==> config.mk <==
export PLATFORM = sky130hd
export DESIGN_NAME = fp_divider
export DESIGN_NICKNAME = d
export VERILOG_FILES = /design/src/rtl/fp_divider.sv
export SDC_FILE = /design/constraint.sdc
export NUM_CORES = 1
export LEC_CHECK = 0
export BUFFER_PORTS_ARGS = -buffer_cell sky130_fd_sc_hd__buf_2
export CAP_MARGIN = 20
export CORE_MARGIN = 1.5
export CORE_UTILIZATION = 60
export CTS_CLUSTER_DIAMETER = 200
export CTS_CLUSTER_SIZE = 24
export DETAILED_ROUTE_END_ITERATION = 10
export PLACE_DENSITY = 0.81
export RECOVER_POWER = 50
export SKIP_LAST_GASP = 1
export SLEW_MARGIN = 20
export SYNTH_ARGS = -nofsm -noshare
export SYNTH_HDL_FRONTEND = slang
export SYNTH_SLANG_ARGS = --single-unit
==> constraint.sdc <==
create_clock -name clk -period 10.21 [get_ports clk]
set_clock_uncertainty 0.15 [all_clocks]
set_input_delay 2.042 -clock clk [delete_from_list [all_inputs] [get_ports clk]]
set_output_delay 2.042 -clock clk [all_outputs]
set_load 0.03 [all_outputs]
==> src/rtl/fp_divider.sv <==
// Iterative single-precision divider: restoring division of the
// significands, one quotient bit per clock, start/busy/valid handshake.
module fp_divider #(
  parameter int EXP_W = 8,
  parameter int MAN_W = 23,
  parameter int BIAS  = 127
) (
  input  logic                   clk,
  input  logic                   rst,
  input  logic                   start,
  input  logic [EXP_W+MAN_W:0]   a,
  input  logic [EXP_W+MAN_W:0]   b,
  output logic                   busy,
  output logic                   valid,
  output logic [EXP_W+MAN_W:0]   quotient,
  output logic                   div_by_zero
);

  localparam int DW = 1 + EXP_W + MAN_W;
  localparam int SW = MAN_W + 1;
  localparam int RW = SW + 1;
  localparam int CW = $clog2(RW);
  localparam int EW = EXP_W + 2;

  localparam logic [CW-1:0]   CNT_LAST = CW'(RW - 1);
  localparam logic [EW-2:0]   EXP_MAX  = (EW-1)'((2 ** EXP_W) - 1);
  localparam logic [EW-1:0]   BIAS_E   = EW'(BIAS);
  localparam logic [EXP_W-1:0] EXP_ONES = '1;

  typedef enum logic [1:0] {
    IDLE,
    DIV,
    NORM,
    DONE
  } state_t;

  state_t           state_q, state_d;
  logic [RW-1:0]    r_q, r_d;
  logic [RW-1:0]    q_q, q_d;
  logic [SW-1:0]    sb_q, sb_d;
  logic [CW-1:0]    cnt_q, cnt_d;
  logic [EXP_W-1:0] ea_q, ea_d;
  logic [EXP_W-1:0] eb_q, eb_d;
  logic             sign_q, sign_d;
  logic [DW-1:0]    quot_q, quot_d;
  logic             dbz_q, dbz_d;

  logic             a_zero, b_zero, in_sign;
  logic [RW-1:0]    sb_ext, r_diff;
  logic             r_ge;
  logic [EW-1:0]    e_raw;
  logic             e_ovf, e_unf;
  logic [MAN_W-1:0] mant;

  assign a_zero  = (a[DW-2:0] == '0);
  assign b_zero  = (b[DW-2:0] == '0);
  assign in_sign = a[DW-1] ^ b[DW-1];

  assign sb_ext = {1'b0, sb_q};
  assign r_ge   = (r_q >= sb_ext);
  assign r_diff = r_q - sb_ext;

  // A quotient without its integer bit set is normalised one binade lower.
  assign e_raw = {2'b00, ea_q} - {2'b00, eb_q} + BIAS_E
               - {{(EW-1){1'b0}}, ~q_q[RW-1]};
  assign e_ovf = !e_raw[EW-1] && (e_raw[EW-2:0] >= EXP_MAX);
  assign e_unf = e_raw[EW-1] || (e_raw == '0);
  assign mant  = q_q[RW-1] ? q_q[RW-2:1] : q_q[RW-3:0];

  always_comb begin
    state_d = state_q;
    r_d     = r_q;
    q_d     = q_q;
    sb_d    = sb_q;
    cnt_d   = cnt_q;
    ea_d    = ea_q;
    eb_d    = eb_q;
    sign_d  = sign_q;
    quot_d  = quot_q;
    dbz_d   = dbz_q;
    unique case (state_q)
      IDLE: begin
        if (start) begin
          sign_d = in_sign;
          ea_d   = a[DW-2:MAN_W];
          eb_d   = b[DW-2:MAN_W];
          if (a_zero && b_zero) begin
            quot_d  = {1'b0, EXP_ONES, 1'b1, {(MAN_W-1){1'b0}}};
            dbz_d   = 1'b1;
            state_d = DONE;
          end else if (b_zero) begin
            quot_d  = {in_sign, EXP_ONES, {MAN_W{1'b0}}};
            dbz_d   = 1'b1;
            state_d = DONE;
          end else if (a_zero) begin
            quot_d  = {in_sign, {(DW-1){1'b0}}};
            dbz_d   = 1'b0;
            state_d = DONE;
          end else begin
            r_d     = {2'b01, a[MAN_W-1:0]};
            sb_d    = {1'b1, b[MAN_W-1:0]};
            q_d     = '0;
            cnt_d   = '0;
            state_d = DIV;
          end
        end
      end
      DIV: begin
        r_d = r_ge ? (r_diff << 1) : (r_q << 1);
        q_d = {q_q[RW-2:0], r_ge};
        if (cnt_q == CNT_LAST) begin
          state_d = NORM;
        end else begin
          cnt_d = cnt_q + 1'b1;
        end
      end
      NORM: begin
        dbz_d = 1'b0;
        if (e_ovf) begin
          quot_d = {sign_q, EXP_ONES, {MAN_W{1'b0}}};
        end else if (e_unf) begin
          quot_d = {sign_q, {(DW-1){1'b0}}};
        end else begin
          quot_d = {sign_q, e_raw[EXP_W-1:0], mant};
        end
        state_d = DONE;
      end
      DONE: begin
        state_d = IDLE;
      end
      default: begin
        state_d = IDLE;
      end
    endcase
  end

  always_ff @(posedge clk) begin
    if (rst) begin
      state_q <= IDLE;
      r_q     <= '0;
      q_q     <= '0;
      sb_q    <= '0;
      cnt_q   <= '0;
      ea_q    <= '0;
      eb_q    <= '0;
      sign_q  <= 1'b0;
      quot_q  <= '0;
      dbz_q   <= 1'b0;
    end else begin
      state_q <= state_d;
      r_q     <= r_d;
      q_q     <= q_d;
      sb_q    <= sb_d;
      cnt_q   <= cnt_d;
      ea_q    <= ea_d;
      eb_q    <= eb_d;
      sign_q  <= sign_d;
      quot_q  <= quot_d;
      dbz_q   <= dbz_d;
    end
  end

  assign busy        = (state_q != IDLE);
  assign valid       = (state_q == DONE);
  assign quotient    = quot_q;
  assign div_by_zero = dbz_q;

endmodule

==> results.txt, run 1 <==
Slew Limit Fails: 0
Worst R2R End: quotient[0]$_SDFFE_PP0P_
worst vdd ir: 0.000199 V
critical path cell sequence: buf_2 > nor4_1 > nand4_1 > nor2_1 > nor2_1 > o21ai_0 > clkbuf_1 > or3_1 > o21ai_0 > a311oi_1
post-DP HPWL: 13100 um
critical path type: input pin to flip-flop
Final min period: 4.89 ns
DP Cell Count: 1209
CTS clk-pin slew, worst paths: 0.06 ns
max cap viols: 0
row count: 41
average cell area after synthesis: 7.87 um^2
Layout Nets: 1172
top_reg_cell synth: dfxtp_1
register area share after synthesis: 33.9%
register-to-register setup slack: 5.64 ns
Synth async-reset ratio: 0%
Slew @ Worst Pin: 1.36 ns
number of routed nets with antenna violations: 0
Syn Inst Count: 982
IO Pins: 102
Area Overhead vs Synth: 14.5%
worst skew pair latency: 0.43 ns
initial antenna violation count: 0
core area: 12600 um^2
WL/cell: 15.2 um
Pre-Repair DR Iteration Count: 5
maximum clock insertion buffer count: 2
CP max FO: 29
vias per cell: 5.81
global-route wire length before repair: 31000 um
Worst Slack Setup Final: 5.32 ns
area leader, netlist: dfxtp_1
layout cells sized above 1: 13.7%
CP top delay family: simple AND/OR/NAND/NOR gates
DRT iter0 DRCs: 427
CTS tree: done
Hold Crit Class: flip-flop to flip-flop
pin count of the biggest net entering global routing: 105
Post-CTS Hold Buffers: 0
Post-Layout Cell Count: 1241
flops & latches, synth: 131
Place WS: 4.99 ns
DRC viols: 0
total power: 3410 uW
total gr overflow: 0
mapped cell area: 7730 um^2
WP buf/inv: 2
RSZ-0062 raised after global routing: false
Req. time, crit path: 10.39 ns
ranking of synthesized cells by area: dfxtp_1 (34%), nand2_1 (8.3%), ha_1 (7.4%), a21oi_1 (6.8%), mux2i_1 (4.0%)
Synthesized Nets: 1098
Pleak: 0.00334 uW
Power per Cell Area: 385 nW/um^2
Hold Path End: quotient[5]$_SDFFE_PP0P_
DR vias: 7211
share of the synthesized area in the top cell type: 33.9%
WP depth: 10
crit-path max cell delay: 1.03 ns
Antenna Cells: 0
Worst Hold Depth: 2
fmax: 0.204 GHz
Setup TNS Final: 0 ns
Die Y: 117 um
final setup violation count: 0
Chip Width: 117 um
slew margin rel.: 9.25%
Cell variety after synth: 72
PortBufs: 101
Final Hold Viols: 0
CP Launch Type: input pin
Worst Reg-to-Reg Cells: 17
slowest CP cell: clkbuf_1
synth warn: 0
RD Place Congestion: 0.947
CP arrival: 5.07 ns
H-tree levels: 4
Root Driver: clkbuf_16
DRT Wirelength: 18800 um
GR Util All Layers: 29.0%
setup bufs post-CTS: 0
CTS sink cnt: 131
Post-CTS Resized: 0
worst r2r src: eb_q[1]$_SDFFE_PP0P_
critical hold path startpoint: quotient[5]$_SDFFE_PP0P_
number of synthesized flops with an enable pin: 0
outcome: complete, no violations
die area: 13600 um^2
Num CTS Buffers: 17
CP Capture Type: flip-flop
vias in the first global route: 6546
Final period util: 47.9%
Initial Util: 61.3%
cell usage after synthesis (all sizes together), types with 4 or more instances:
master / n
inv: 56
or2: 4
o21bai: 4
dfxtp: 131
o21ai: 60
nor3: 23
o21a: 9
mux2i: 31
nor2b: 5
ha: 46
nand2: 172
nor2: 64
and3: 5
nor4: 15
a21oi: 106
a31oi: 4
a32o: 15
nand3: 31
a311oi: 5
buf: 13
or3: 7
clkbuf: 42
a211oi: 10
nand4: 11
o22ai: 4
o211ai: 15
nand2b: 8
xor2: 15
a21o: 12
xnor2: 17
metrics by stage:
step	hold WS [ns]	instance area (um^2)	utilization (%)
after floorplan	0.285	7730	-
after global placement	0.283	8300	65.8
after global routing	0.316	8850	70.2
after CTS	0.300	8910	70.6
final	0.301	8850	70.2
after detailed placement	0.285	8300	65.8
metal layers:
metal | track usage, % | wire length, um | vias up
met1 | 36.6 | 8450 | 3316
li1 | - | - | 3645
met4 | 11.1 | 470 | 0
met3 | 5.71 | 963 | 37
met2 | 49.0 | 8930 | 213
met5 | 0 | 0 | -
final cells by class:
cell class	count	area, um^2
Clock buffer	17	425
Clock inverter	15	183
Fill cell	1073	3770
Inverter	57	214
Multi-Input combinational cell	739	4670
Sequential cell	131	2620
Tap cell	172	215
Timing Repair Buffer	110	523
worst max-delay path by stage:
stage / startpoint / slack, ns / endpoint
4_1_cts: b[15] / 5.46 / r_q[21]$_SDFFE_PP0P_
2_1_floorplan: b[0] / 6.14 / r_q[20]$_SDFFE_PP0P_
3_3_place_gp: b[15] / 5.04 / r_q[24]$_SDFFE_PP0P_
6_report: b[15] / 5.32 / r_q[21]$_SDFFE_PP0P_
5_1_grt: b[15] / 5.07 / cnt_q[2]$_SDFFE_PP0P_
3_5_place_dp: b[15] / 4.99 / r_q[24]$_SDFFE_PP0P_
layout by cell type (no fill, tap or decap), types with 11 or more instances in the layout:
cell type  instances
inv_1             55
o21ai_2           21
clkbuf_1          38
o21ai_0           39
ha_1              45
xnor2_1           17
nand3_1           31
buf_2             64
xor2_1            14
mux2i_1           31
o211ai_1          14
a32o_1            15
nor3_1            22
a21oi_1          104
a21o_1            12
nand2_1          171
nor2_1            63
nand4_1           11
dfxtp_1          131
clkbuf_16         17
nor4_1            15
state kept, by name (all words and copies together) (netlist names):
signal and count:
ea_q 8, eb_q 8, sb_q 24, div_by_zero 1
sign_q 1, r_q 25, state_q 2, cnt_q 5
quotient 32, q_q 25
where the power goes:
group	switching (uW)	leakage (uW)	internal (uW)
logic	1280	0.00197	812
clock network	263	0.000298	372
registers	71.2	0.00107	606
total	1620	0.00334	1790
cells by family after synthesis:
family | share of synthesized area [%]
AO/OA/AOI/OAI | 23.1
XOR/XNOR | 3.72
adder cells (fa/ha/maj) | 8.22
buffers and inverters | 5.94
flip-flops | 33.9
multiplexers | 4.01
AND/OR/NAND/NOR | 21.1
worst min-delay path, stage by stage (launching register included):
cell and delay [ns]:
dfxtp_1 0.32, nand2_1 0.06, o21ai_2 0.04
Note: power is estimated with default switching activity, not from simulation.
==> run 2, diff against run 1 <==
Settings changed: ABC_AREA set to 1, CORE_UTILIZATION 60 to 53, PLACE_DENSITY 0.81 to 0.76.
Clock period 10.21 ns to 4.4 ns, I/O delays scaled along.
==> results.txt, run 2 <==
outcome: complete, but fails checks
failing checks: max-capacitance violations, max-slew violations
commonest non-fill, non-tap cell in the layout: nand2_1
CP max FO: 30 (+3.4%)
Crit path top cell by count: inv_1
Synth Area in Compound Gates: 22.9% (-0.13 points)
vias in the first global route: 7207 (+10%)
flops & latches, synth: 131 (unchanged)
Root Driver: clkbuf_16
most common cell in the synthesized netlist: nand2_1
row count: 45 (+9.8%)
Setup TNS Final: 0 ns (unchanged)
Antenna Cells: 0 (unchanged)
CP Capture Type: flip-flop
ranking of synthesized cells by area: dfxtp_1 (32%), a21oi_1 (11%), nand2_1 (9.3%), o21ai_0 (7.2%), ha_1 (7.0%)
Hold Crit Class: flip-flop to flip-flop
Cell variety after synth: 49 (-32%)
Final Hold Viols: 0 (unchanged)
Pre-Repair DR Iteration Count: 5 (unchanged)
average cell area after synthesis: 7.07 um^2 (-10%)
Slew @ Worst Pin: 1.78 ns (+0.420 ns)
Post-CTS Resized: 0 (unchanged)
CTS clk-pin slew, worst paths: 0.06 ns (about the same)
setup bufs post-CTS: 0 (unchanged)
max cap viols: 1 (+1)
top_reg_cell synth: dfxtp_1
area leader, netlist: dfxtp_1
xor and xnor area share after synthesis: 3.00% (-0.72 points)
GR Util All Layers: 24.7% (-4.3 points)
vias per cell: 5.46 (-6.0%)
layout cells sized above 1: 14.2% (+0.54 points)
global-route wire length before repair: 32600 um (+5.3%)
commonest cells in the netlist: nand2_1 (203), a21oi_1 (176), dfxtp_1 (131)
number of synthesized flops with an enable pin: 0 (unchanged)
fmax: 0.259 GHz
Post-Layout Inst Area: 9290 um^2 (+4.9%)
CP arrival: 4.07 ns (-1.00 ns)
simple-gate share of the synthesized area: 24.4% (+3.2 points)
synth warn: 0 (unchanged)
critical path type: flip-flop to flip-flop
PortBufs: 101 (unchanged)
Synth async-reset ratio: 0% (unchanged)
critical path cell sequence: inv_1 > ha_1 > inv_1 > fa_1 > inv_1 > ha_1 > inv_1 > fa_1 > o21ai_0 > a21oi_1 > xnor2_1 > nand3_1 > nor2_1 > nand3_1 > nand2_1 > nand2_2 > nand2_1 > nand2_1 > a21oi_1
Synthesized Nets: 1272 (+16%)
CP Launch Type: flip-flop
Hold WS: 0.315 ns (+0.0140 ns)
crit-path max cell delay: 0.44 ns (-0.59 ns)
mapped cell area: 8180 um^2 (+5.7%)
RSZ-0062 raised after global routing: false
DRT iter0 DRCs: 474 (+11%)
Req. time, crit path: 4.60 ns (-5.79 ns)
Chip Width: 127 um (+9.2%)
Largest register FFs: 32 (unchanged)
final core utilization: 61.3% (-8.8 points)
post-place instance area: 8630 um^2 (+4.0%)
core area: 15100 um^2 (+20%)
pin count of the biggest net entering global routing: 78 (-26%)
Slew Limit Fails: 48 (+48)
DRC viols: 0 (unchanged)
total gr overflow: 0 (unchanged)
CTS sink cnt: 131 (unchanged)
post-DP HPWL: 13700 um (+4.9%)
Initial Util: 54.0% (-7.3 points)
most frequent cells in the layout: nand2_1 (203), a21oi_1 (176), dfxtp_1 (131)
H-tree levels: 4 (unchanged)
DR vias: 7800 (+8.2%)
DRT Wirelength: 19500 um (+3.6%)
register area share after synthesis: 32.1% (-1.8 points)
RD Place Congestion: 0.934 (-1.4%)
Final period util: 87.8%
main combinational cell family by area after synthesis: simple AND/OR/NAND/NOR gates
Layout Nets: 1344 (+15%)
Num CTS Buffers: 17 (unchanged)
Area Overhead vs Synth: 13.6%
CTS tree: done
Final min period: 3.86 ns
worst skew pair latency: 0.43 ns (about the same)
final setup violation count: 0 (unchanged)
number of routed nets with antenna violations: 0 (unchanged)
WL/cell: 13.6 um (-10%)
mux cell area share after synthesis: 0.245% (-3.8 points)
die area: 16200 um^2 (+19%)
Die Y: 127 um (+9.2%)
initial antenna violation count: 0 (unchanged)
slowest CP cell: fa_1
maximum clock insertion buffer count: 2 (unchanged)
Post-CTS Hold Buffers: 0 (unchanged)
Syn Inst Count: 1156 (+18%)
slew margin rel.: -18.8% (-28 points)
IO Pins: 102 (unchanged)
share of the synthesized area in the top cell type: 32.1% (-1.8 points)
post-synthesis adder-cell area fraction: 7.77% (-0.45 points)
[run 2: logic make-up (layout without fill, tap and decap cells)]
| group | count (synthesis) | in the layout |
|---|---|---|
| AOI/OAI and AO/OA | 344 | 344 |
| xor gates and xnor gates | 28 | 28 |
| adders and majority gates | 49 | 49 |
| buffers and inverters | 172 | 256 |
| DFF | 131 | 131 |
| muxes | 2 | 2 |
| and+or+nand+nor | 430 | 430 |
[run 2: area by class of cell]
| cell class | count | area [um^2] |
|---|---|---|
| fill | 1429 | 5860 |
| timing repair buffer | 110 | 520 |
| clock inverter | 11 | 245 |
| tap | 188 | 235 |
| clock buffer | 20 | 467 |
| inverter | 115 | 437 |
| sequential | 131 | 2620 |
| multi-input combinational | 853 | 4760 |
[run 2: path summary, 6_finish.rpt]
check / start / end / slack, ns / cells after the start
hold / removal: sb_q[11]$_SDFFE_PP0P_ / sb_q[11]$_SDFFE_PP0P_ / 0.32 / 2
setup reg to reg: ea_q[0]$_SDFFE_PP0P_ / quotient[26]$_SDFFE_PP0P_ / 0.54 / 19
setup / recovery: ea_q[0]$_SDFFE_PP0P_ / quotient[26]$_SDFFE_PP0P_ / 0.54 / 19
hold reg to reg: sb_q[11]$_SDFFE_PP0P_ / sb_q[11]$_SDFFE_PP0P_ / 0.32 / 2
[run 2: metrics by stage]
step | instances | worst slack, ns
finish | 1428 | 0.536
global route | 1428 | 0.120
CTS | 1428 | 0.547
detailed placement | 1397 | 0.615
global placement | 1397 | 0.687
floorplan | 1156 | 1.16
[run 2: critical path, delay by kind of cell, from the launching register on]
family	cells	cell delay [ns]
compound gates	3	0.44
xor+xnor	1	0.23
fa+ha+maj	4	1.25
buf+inv	4	0.34
flops	1	0.30
simple gates	7	1.11
[run 2: metal layers]
metal  vias to the layer above  routed length (um)  GRT usage (%)
met3                        24                 897           5.23
met5                         -                   0              0
met1                      3562                9320           31.9
li1                       4023                   -              -
met2                       191                9030           41.9
met4                         0                 233           6.68
Power of run 2 is not shown: default switching activity piles up to over one toggle a cycle in this logic, so the estimate is an artifact.
==> run 3, diff against run 2 <==
Settings changed: ABC_AREA 1 to not set.
==> results.txt, run 3 (synthesis gave the netlist of run 1 again) <==
CP max FO: 6 (-80%)
core area: 14000 um^2 (-7.3%)
failing checks: max-capacitance violations, max-slew violations
worst r2r src: ea_q[0]$_SDFFE_PP0P_
register-to-register setup slack: 0.26 ns (-0.27 ns)
Req. time, crit path: 4.59 ns (about the same)
Crit path top cell by count: inv_1
CTS tree: done
max cap viols: 1 (unchanged)
DRC viols: 0 (unchanged)
slew margin rel.: -6.41% (+12 points)
Worst Reg-to-Reg Cells: 17 (-2)
WP buf/inv: 4 (unchanged)
# fillers: 1271 (-11%)
CP arrival: 4.33 ns (+0.26 ns)
initial antenna violation count: 1 (+1)
worst skew pair latency: 0.42 ns (about the same)
DRT Wirelength: 18600 um (-4.5%)
row count: 43 (-4.4%)
Worst R2R End: quotient[22]$_SDFFE_PP0P_
vias per cell: 5.78 (+5.7%)
GR Util All Layers: 25.5% (+0.75 points)
global-route wire length before repair: 31000 um (-5.0%)
final setup violation count: 0 (unchanged)
WL met2: 8810 um (-2.5%)
Root Driver: clkbuf_16
Initial Util: 55.1% (+1.1 points)
Hold Crit Class: flip-flop to flip-flop
WL/cell: 14.9 um (+8.9%)
CTS sink cnt: 131 (unchanged)
Chip Width: 124 um (-2.7%)
die area: 15300 um^2 (-5.3%)
most frequent cells in the layout: nand2_1 (171), dfxtp_1 (131), a21oi_1 (104)
Slew @ Worst Pin: 1.59 ns (-0.196 ns)
CP Capture Type: flip-flop
IO Pins: 102 (unchanged)
Final min period: 4.14 ns (+0.275 ns)
worst setup path start: ea_q[0]$_SDFFE_PP0P_
WP depth: 17 (-2)
maximum clock insertion buffer count: 2 (unchanged)
worst vdd ir: 0.000459 V
Power per Cell Area: 886 nW/um^2
Largest register FFs: 32 (unchanged)
vias in the first global route: 6718 (-6.8%)
multi-input logic area: 4690 um^2 (-1.6%)
post-DP HPWL: 13300 um (-3.3%)
DRT iter0 DRCs: 446 (-5.9%)
slowest CP cell: or4_1
fmax: 0.242 GHz (-6.6%)
FF+latch area: 2620 um^2 (unchanged)
pin count of the biggest net entering global routing: 68 (-13%)
DR vias: 7231 (-7.3%)
Die Y: 124 um (-2.7%)
post-place instance area: 8360 um^2 (-3.2%)
Pre-Repair DR Iteration Count: 5 (unchanged)
CP top delay family: adder cells
Pleak: 0.00335 uW
number of routed nets with antenna violations: 0 (unchanged)
critical path cell sequence: inv_1 > ha_1 > inv_1 > fa_1 > inv_1 > ha_1 > inv_1 > fa_1 > nor2b_1 > o21ai_0 > or2b_2 > nand2_1 > o31ai_4 > xnor2_1 > o211ai_2 > or4_1 > a311oi_1
CTS clk-pin slew, worst paths: 0.06 ns (about the same)
critical path type: flip-flop to flip-flop
Hold WS: 0.301 ns (-0.0137 ns)
H-tree levels: 4 (unchanged)
Slew Limit Fails: 18 (-63%)
met1 wire length: 8390 um (-9.9%)
layout cells sized above 1: 13.7% (-0.47 points)
Final period util: 94.1% (+6.2 points)
outcome: complete, but fails checks
commonest non-fill, non-tap cell in the layout: nand2_1
Num CTS Buffers: 17 (unchanged)
PortBufs: 101 (unchanged)
met3 WL: 893 um (-0.45%)
Critical Path End: quotient[22]$_SDFFE_PP0P_
total gr overflow: 0 (unchanged)
Area Overhead vs Synth: 15.0%
Post-Layout Inst Area: 8890 um^2 (-4.3%)
Final Hold Viols: 0 (unchanged)
Layout Nets: 1176 (-13%)
crit-path max cell delay: 0.52 ns (+0.08 ns)
RD Place Congestion: 0.923 (-1.2%)
CP Launch Type: flip-flop
highest routed layer: met4
## run 3: cell types whose count changed in the layout (fill, tap and decap cells not counted), moves of 14 or more
cell     delta
a21oi_1    -72
a21oi_2    -20
a32o_1     +15
inv_1      -56
mux2i_1    +29
nand2_1    -32
nand3_2    -25
nor2_1     -41
nor3_1     +14
o21ai_0    -79
o21ai_2    +17
## run 3: how the worst min path moves through the flow
stage | from | endpoint | slack (ns) | depth (start not counted)
4_1_cts | quotient[15]$_SDFFE_PP0P_ | quotient[15]$_SDFFE_PP0P_ | 0.30 | 2
2_1_floorplan | sb_q[23]$_SDFFE_PP0P_ | sb_q[23]$_SDFFE_PP0P_ | 0.29 | 2
3_3_place_gp | quotient[13]$_SDFFE_PP0P_ | quotient[13]$_SDFFE_PP0P_ | 0.28 | 2
5_1_grt | sb_q[10]$_SDFFE_PP0P_ | sb_q[10]$_SDFFE_PP0P_ | 0.32 | 2
3_5_place_dp | quotient[10]$_SDFFE_PP0P_ | quotient[10]$_SDFFE_PP0P_ | 0.29 | 2
6_report | quotient[12]$_SDFFE_PP0P_ | quotient[12]$_SDFFE_PP0P_ | 0.30 | 2
## run 3: worst min-delay path, cell delays in order, from the launching register on
cell	delay [ns]
dfxtp_1	0.32
nand2_1	0.06
o21ai_2	0.04
## run 3: area by class of cell
| class | count | share of cell area (%) |
|---|---|---|
| Clock buffer | 19 | 4.98 |
| Multi-Input combinational cell | 739 | 52.7 |
| Antenna cell | 1 | 0.0282 |
| Inverter | 57 | 2.41 |
| Tap cell | 180 | 2.53 |
| Clock inverter | 11 | 1.48 |
| Sequential cell | 131 | 29.5 |
| Timing Repair Buffer | 114 | 6.33 |
## run 3: per-stage QoR
step | utilization, % | total power, uW | setup TNS [ns] | cells | setup WS (ns)
3_5_place_dp | 59.5 | 6350 | 0 | 1221 | 0.179
3_3_place_gp | 59.5 | 6290 | 0 | 1221 | 0.317
5_1_grt | 63.3 | 8540 | -0.00144 | 1252 | -0.00144
4_1_cts | 63.6 | 7790 | 0 | 1251 | 0.130
6_report | 63.3 | 7880 | 0 | 1252 | 0.261
2_1_floorplan | - | 5430 | 0 | 982 | 0.584
## run 3: routing by layer
metal	vias to the layer above	GRT usage, %
met5	-	0
met4	0	10.7
met3	34	4.49
met2	191	43.0
met1	3359	32.0
li1	3647	-
## run 3: timing repair
item / 4_1_cts / 5_1_grt
gates resized for setup: 0 / 4
hold buffers: 0 / 0
endpoints found under the setup margin: 0 / 23
buffers inserted: 0 / 0
## run 3: power by group
part	switching (uW)	total (uW)	internal [uW]	leakage, uW
logic	2980	4940	1960	0.00200
clock network	535	1380	847	0.000284
registers	153	1560	1410	0.00107
total	3670	7880	4210	0.00335
